$ cat src/rtl/mem_rd_arbiter.sv
// Arbitrates the shared memory read port between I-cache and D-cache refill bursts.
// One requester owns the port from request acceptance until its last beat is taken.
module mem_rd_arbiter #(
  parameter int ADDR_WIDTH  = 32,
  parameter bit DC_PRIORITY = 1'b0
) (
  input  logic                  clk,
  input  logic                  rst,
  input  logic                  from_ic_rd_req_valid,
  input  logic [ADDR_WIDTH-1:0] from_ic_rd_req_addr,
  output logic                  to_ic_rd_req_ready,
  output logic                  to_ic_rd_rsp_valid,
  output logic [31:0]           to_ic_rd_rsp_data,
  output logic                  to_ic_rd_rsp_last,
  input  logic                  from_ic_rd_rsp_ready,
  input  logic                  from_dc_rd_req_valid,
  input  logic [ADDR_WIDTH-1:0] from_dc_rd_req_addr,
  output logic                  to_dc_rd_req_ready,
  output logic                  to_dc_rd_rsp_valid,
  output logic [31:0]           to_dc_rd_rsp_data,
  output logic                  to_dc_rd_rsp_last,
  input  logic                  from_dc_rd_rsp_ready,
  output logic                  to_mem_rd_req_valid,
  output logic [ADDR_WIDTH-1:0] to_mem_rd_req_addr,
  input  logic                  from_mem_rd_req_ready,
  input  logic                  from_mem_rd_rsp_valid,
  input  logic [31:0]           from_mem_rd_rsp_data,
  input  logic                  from_mem_rd_rsp_last,
  output logic                  to_mem_rd_rsp_ready
);

  localparam logic [1:0] ST_IDLE = 2'd0;
  localparam logic [1:0] ST_REQ  = 2'd1;
  localparam logic [1:0] ST_RSP  = 2'd2;
  localparam logic       OWN_IC  = 1'b0;
  localparam logic       OWN_DC  = 1'b1;

  logic [1:0]            state_q, state_d;
  logic                  owner_q, owner_d;
  logic [ADDR_WIDTH-1:0] addr_q, addr_d;
  logic                  last_grant_q, last_grant_d;

  logic pick_dc_s;
  logic owner_rsp_ready_s;
  logic in_req_s;
  logic in_rsp_s;

  // Winner selection; a lone requester always wins, ties go by mode.
  always_comb begin
    if (DC_PRIORITY) begin
      pick_dc_s = from_dc_rd_req_valid;
    end else begin
      pick_dc_s = from_dc_rd_req_valid &&
                  (!from_ic_rd_req_valid || (last_grant_q == OWN_IC));
    end
  end

  assign owner_rsp_ready_s = (owner_q == OWN_DC) ? from_dc_rd_rsp_ready : from_ic_rd_rsp_ready;

  // Next-state logic for the burst FSM and its bookkeeping registers.
  always_comb begin
    state_d      = state_q;
    owner_d      = owner_q;
    addr_d       = addr_q;
    last_grant_d = last_grant_q;
    case (state_q)
      ST_IDLE: begin
        if (from_ic_rd_req_valid || from_dc_rd_req_valid) begin
          owner_d = pick_dc_s ? OWN_DC : OWN_IC;
          addr_d  = pick_dc_s ? from_dc_rd_req_addr : from_ic_rd_req_addr;
          state_d = ST_REQ;
        end else begin
          state_d = ST_IDLE;
        end
      end
      ST_REQ: begin
        if (from_mem_rd_req_ready) begin
          last_grant_d = owner_q;
          state_d      = ST_RSP;
        end else begin
          state_d = ST_REQ;
        end
      end
      ST_RSP: begin
        if (from_mem_rd_rsp_valid && owner_rsp_ready_s && from_mem_rd_rsp_last) begin
          state_d = ST_IDLE;
        end else begin
          state_d = ST_RSP;
        end
      end
      default: begin
        state_d = ST_IDLE;
      end
    endcase
  end

  // State registers with synchronous reset; last_grant starts at DC so IC wins the first tie.
  always_ff @(posedge clk) begin
    if (rst) begin
      state_q      <= ST_IDLE;
      owner_q      <= OWN_IC;
      addr_q       <= '0;
      last_grant_q <= OWN_DC;
    end else begin
      state_q      <= state_d;
      owner_q      <= owner_d;
      addr_q       <= addr_d;
      last_grant_q <= last_grant_d;
    end
  end

  // Gating on rst forces every output low during the reset cycle itself.
  assign in_req_s = (state_q == ST_REQ) && !rst;
  assign in_rsp_s = (state_q == ST_RSP) && !rst;

  // Output steering toward the current owner; everything else stays low.
  always_comb begin
    to_mem_rd_req_valid = in_req_s;
    to_mem_rd_req_addr  = in_req_s ? addr_q : '0;
    to_ic_rd_req_ready  = in_req_s && (owner_q == OWN_IC) && from_mem_rd_req_ready;
    to_dc_rd_req_ready  = in_req_s && (owner_q == OWN_DC) && from_mem_rd_req_ready;
    to_mem_rd_rsp_ready = in_rsp_s && owner_rsp_ready_s;
    to_ic_rd_rsp_valid  = 1'b0;
    to_ic_rd_rsp_data   = 32'h0;
    to_ic_rd_rsp_last   = 1'b0;
    to_dc_rd_rsp_valid  = 1'b0;
    to_dc_rd_rsp_data   = 32'h0;
    to_dc_rd_rsp_last   = 1'b0;
    if (in_rsp_s && (owner_q == OWN_IC)) begin
      to_ic_rd_rsp_valid = from_mem_rd_rsp_valid;
      to_ic_rd_rsp_data  = from_mem_rd_rsp_data;
      to_ic_rd_rsp_last  = from_mem_rd_rsp_last;
    end else if (in_rsp_s && (owner_q == OWN_DC)) begin
      to_dc_rd_rsp_valid = from_mem_rd_rsp_valid;
      to_dc_rd_rsp_data  = from_mem_rd_rsp_data;
      to_dc_rd_rsp_last  = from_mem_rd_rsp_last;
    end else begin
      to_ic_rd_rsp_valid = 1'b0;
      to_dc_rd_rsp_valid = 1'b0;
    end
  end

endmodule

$ cat config.mk
export PLATFORM = sky130hd
export DESIGN_NAME = mem_rd_arbiter
export DESIGN_NICKNAME = d
export VERILOG_FILES = /design/src/rtl/mem_rd_arbiter.sv
export SDC_FILE = /design/constraint.sdc
export NUM_CORES = 1
export LEC_CHECK = 0
export CAP_MARGIN = 25
export CORE_MARGIN = 2
export CORE_UTILIZATION = 36
export CTS_CLUSTER_DIAMETER = 60
export DETAILED_ROUTE_END_ITERATION = 7
export GPL_TIMING_DRIVEN = 0
export MAX_ROUTING_LAYER = met4
export PLACE_DENSITY = 0.9
export SLEW_MARGIN = 15
export SYNTH_ARGS = -nofsm -noshare
export SYNTH_HDL_FRONTEND = slang
export SYNTH_SLANG_ARGS = --single-unit
$ cat constraint.sdc
create_clock -name clk -period 2.2 [get_ports clk]
set_clock_uncertainty 0.05 [all_clocks]
set_input_delay 0.44 -clock clk [delete_from_list [all_inputs] [get_ports clk]]
set_output_delay 0.44 -clock clk [all_outputs]
set_load 0.03 [all_outputs]
==> impl_metrics.xml <==
<?xml version="1.0" encoding="UTF-8"?>
<metrics>
  <group name="worst_setup_path">
    <metric name="crit_path_cell_trace" unit="">nand2b_4 &gt; nor3b_4 &gt; buf_6 &gt; and2_1 &gt; clkdlybuf4s15_1</metric>
    <metric name="cp-end-kind" unit="">output port</metric>
    <metric name="cp_num_buf_inv" unit="">2</metric>
    <metric name="setup.reg_to_reg.worst_slack" unit="ns">0.57</metric>
    <metric name="worst_path_dominant_cell_family" unit="">simple AND/OR/NAND/NOR gates</metric>
    <metric name="timing.critical_path.slowest_stage_cell" unit="">clkdlybuf4s15_1</metric>
    <metric name="crit_fanout" unit="">4</metric>
    <metric name="cpPeakStageDelay" unit="ns">0.37</metric>
    <metric name="arrival" unit="ns">1.64</metric>
    <metric name="r2r_path_end" unit="">addr_q[1]</metric>
    <metric name="cp.required" unit="ns">1.71</metric>
    <metric name="timing.reg2reg.worst_path_depth" unit="">4</metric>
    <metric name="crit_cells" unit="">5</metric>
    <metric name="timing_worst_setup_path_type" unit="">reg2out</metric>
    <metric name="critical_path.reg2reg.startpoint" unit="">state_q[0]</metric>
    <metric name="crit_path_start_kind" unit="">flop</metric>
  </group>
  <group name="floorplanning">
    <metric name="die_y" unit="um">88.23</metric>
    <metric name="design.die.area" unit="sq mm">0.007784</metric>
    <metric name="number_of_rows_in_the_core_area" unit="">30</metric>
    <metric name="dieWidth" unit="um">88.23</metric>
    <metric name="total_i_o_pin_count" unit="">209</metric>
    <metric name="floorplan.initialDensity" unit="">0.3738</metric>
    <metric name="placeableCoreArea" unit="sq mm">0.006832</metric>
  </group>
  <group name="placed_design">
    <metric name="post-dp-hpwl" unit="um">8014</metric>
    <metric name="io_buffers" unit="">208</metric>
    <metric name="placement.setup.worst_slack" unit="ns">-1.057</metric>
    <metric name="globalplace.congestion" unit="">0.9163</metric>
  </group>
  <group name="logic_synthesis">
    <metric name="post_synth_most_frequent_cells" unit="">and2_1 (100), nand2_1 (67), dfxtp_1 (36)</metric>
    <metric name="synth_top_area_cell" unit="">dfxtp_1</metric>
    <metric name="synthMostInstantiatedCell" unit="">and2_1</metric>
    <metric name="dominant_cells_by_area_after_synthesis" unit="">dfxtp_1 (28%), and2_1 (24%), a311oi_2 (18%)</metric>
    <metric name="synth.lib_cells_used.distinct" unit="">28</metric>
    <metric name="netlist_area" unit="sq mm">0.002554</metric>
    <metric name="synth_top_cell_area_share" unit="">0.2822</metric>
    <metric name="ys_ff_latch" unit="">36</metric>
    <metric name="syn-instance-count" unit="">320</metric>
    <metric name="ys.flop_type" unit="">dfxtp_1</metric>
    <metric name="synthesis.area_per_instance" unit="sq um">7.980</metric>
    <metric name="synthArstFlopShare" unit="">0</metric>
    <metric name="edff_count_synth" unit="">0</metric>
    <metric name="ys_seq_area_frac" unit="">0.2822</metric>
    <metric name="synth.net_count" unit="">425</metric>
    <metric name="synth_warnings" unit="">0</metric>
  </group>
  <group name="power_and_ir_drop">
    <metric name="irDropWorstVdd" unit="V">0.0003305</metric>
    <metric name="power.density_cell_area" unit="mW/mm^2">447.9</metric>
    <metric name="pnr_total_power" unit="mW">2.093</metric>
    <metric name="power_leakage" unit="nW">2.065</metric>
  </group>
  <group name="clock_tree">
    <metric name="cts_tree" unit="">yes</metric>
    <metric name="clock-sinks" unit="">36</metric>
    <metric name="number_of_cts_inserted_buffers" unit="">5</metric>
    <metric name="cts_clk_pin_slew_worst_paths" unit="ns">0.07</metric>
    <metric name="root_buffer" unit="">clkbuf_8</metric>
    <metric name="cts_max_path_buffers" unit="">2</metric>
    <metric name="clk-insertion-delay-late" unit="ns">0.28</metric>
    <metric name="cts_max_level" unit="">2</metric>
  </group>
  <group name="run_status">
    <metric name="status" unit="">completed</metric>
  </group>
  <group name="sta">
    <metric name="timing.setup.tns" unit="ns">0</metric>
    <metric name="hold_violations" unit="">0</metric>
    <metric name="setup-violations-final" unit="">0</metric>
    <metric name="worstMarginPinSlew" unit="ns">0.7221</metric>
    <metric name="grt_setup_unrepaired" unit="">true</metric>
    <metric name="relative_slew_margins" unit="">0.5186</metric>
    <metric name="final_min_period_over_clock_period" unit="">0.9682</metric>
    <metric name="timing_max_transition_violations_final" unit="">0</metric>
    <metric name="achievable-frequency" unit="MHz">469.5</metric>
    <metric name="period_minus_slack" unit="ns">2.130</metric>
    <metric name="final.setup.worst_slack" unit="ns">0.06993</metric>
  </group>
  <group name="finish">
    <metric name="layout-area-overhead-vs-synth" unit="%">82.95</metric>
    <metric name="layout-drive-gt1-share" unit="">0.3137</metric>
    <metric name="num_antenna_cells" unit="">0</metric>
    <metric name="final_core_util" unit="">0.6839</metric>
    <metric name="total_nets_final" unit="">646</metric>
  </group>
  <group name="route">
    <metric name="wirelength" unit="um">10020</metric>
    <metric name="routedWlPerCell" unit="um">15.70</metric>
    <metric name="detailroute.via_count" unit="">3114</metric>
    <metric name="post_drt_via_cell_ratio" unit="">4.881</metric>
    <metric name="route.antenna.remaining_nets" unit="">0</metric>
    <metric name="drc" unit="">0</metric>
    <metric name="drtIter0Drc" unit="">69</metric>
    <metric name="detail_route.first_pass.iterations" unit="">4</metric>
  </group>
  <group name="worst_hold_path">
    <metric name="min-delay-start" unit="">addr_q[26]</metric>
    <metric name="hold-path-cell-count" unit="">2</metric>
    <metric name="worstHoldPathType" unit="">reg2reg</metric>
    <metric name="min_to" unit="">addr_q[26]</metric>
  </group>
  <group name="global_routing">
    <metric name="grt_start_max_net_pins" unit="">12</metric>
    <metric name="first_pass_grt_wire_length" unit="um">15090</metric>
    <metric name="grt_use_total" unit="">0.2546</metric>
    <metric name="first_global_vias" unit="">3207</metric>
    <metric name="grt_overflow_total" unit="">0</metric>
    <metric name="number_of_antenna_violations_at_the_first_check_in_global_routing" unit="">0</metric>
  </group>
  <group name="run">
    <metric name="timing.max_cap.violations" unit="">0</metric>
  </group>
</metrics>
[state kept, by name (all words and copies together), names as in the netlist]
| name | count |
|---|---|
| last_grant_q | 1 |
| state_q | 2 |
| owner_q | 1 |
| addr_q | 32 |
[worst max path at each step]
stage / from / to
floorplan: rst / to_ic_rd_req_ready
global placement: rst / to_ic_rd_req_ready
detailed placement: rst / to_ic_rd_req_ready
CTS: state_q[0] / to_dc_rd_rsp_data[18]
global route: state_q[0] / to_dc_rd_rsp_data[27]
finish: state_q[0] / to_dc_rd_rsp_data[31]
[per-layer routing]
metal	wire, um	track usage	vias to the layer above
li1	-	-	1531
met4	397	0.1061	0
met5	0	-	-
met3	897	0.06903	30
met1	3627	0.2570	1407
met2	5096	0.4614	146
[timing repair]
item                       CTS  global route
gates resized for setup    474            57
hold buffers                 0             0
cloned                       1             0
setup endpoints to repair  104           100
setup buffers                5             0
pin swaps                    3             1
[final cells by class]
cell class	instances	area, sq um
Multi-Input combinational cell	253	1708
Timing Repair Buffer	214	1836
Clock inverter	1	8.758
Buffer	30	195.2
Tap cell	96	120.1
Fill cell	606	2160
Clock buffer	7	76.32
Sequential cell	36	724.4
Inverter	1	3.754
[layout by cell type (no fill, tap or decap), types with 7 or more instances in the layout]
cell type        count
dfxtp_1             33
buf_6               10
a311oi_2            30
clkbuf_4             7
clkdlybuf4s50_1    103
a21oi_1             34
buf_4               31
clkdlybuf4s15_2     16
buf_2               47
clkbuf_1            14
and2_1              98
nand2_1             67
[per-stage QoR]
| stage | hold WS [ns] | cell area, sq um | std cells |
|---|---|---|---|
| floorplan | 0.4380 | 2555 | 320 |
| global placement | 0.4522 | 4757 | 624 |
| detailed placement | 0.4625 | 4757 | 624 |
| CTS | 0.4718 | 4732 | 638 |
| global route | 0.4832 | 4672 | 638 |
| finish | 0.4645 | 4672 | 638 |
[cells by family after synthesis]
logic type / Yosys count / share of synthesized area
flip-flops: 36 / 0.2822
buffers and inverters: 31 / 0.06124
AO/OA/AOI/OAI: 71 / 0.2675
multiplexers: 2 / 0.007840
AND/OR/NAND/NOR: 180 / 0.3812
[worst reg2reg max path, cell delays in order, from the launching register on]
cell	delay (ns)
dfxtp_2	0.34
nor2_2	0.30
clkbuf_1	0.42
a21oi_1	0.17
a311oi_2	0.26
[power breakdown]
part / switching [mW] / total, mW / internal (mW)
logic: 0.423 / 0.838 / 0.415
clock network: 0.236 / 0.462 / 0.226
registers: 0.0476 / 0.792 / 0.745
total: 0.707 / 2.09 / 1.39
Note: power is estimated with default switching activity, not from simulation.
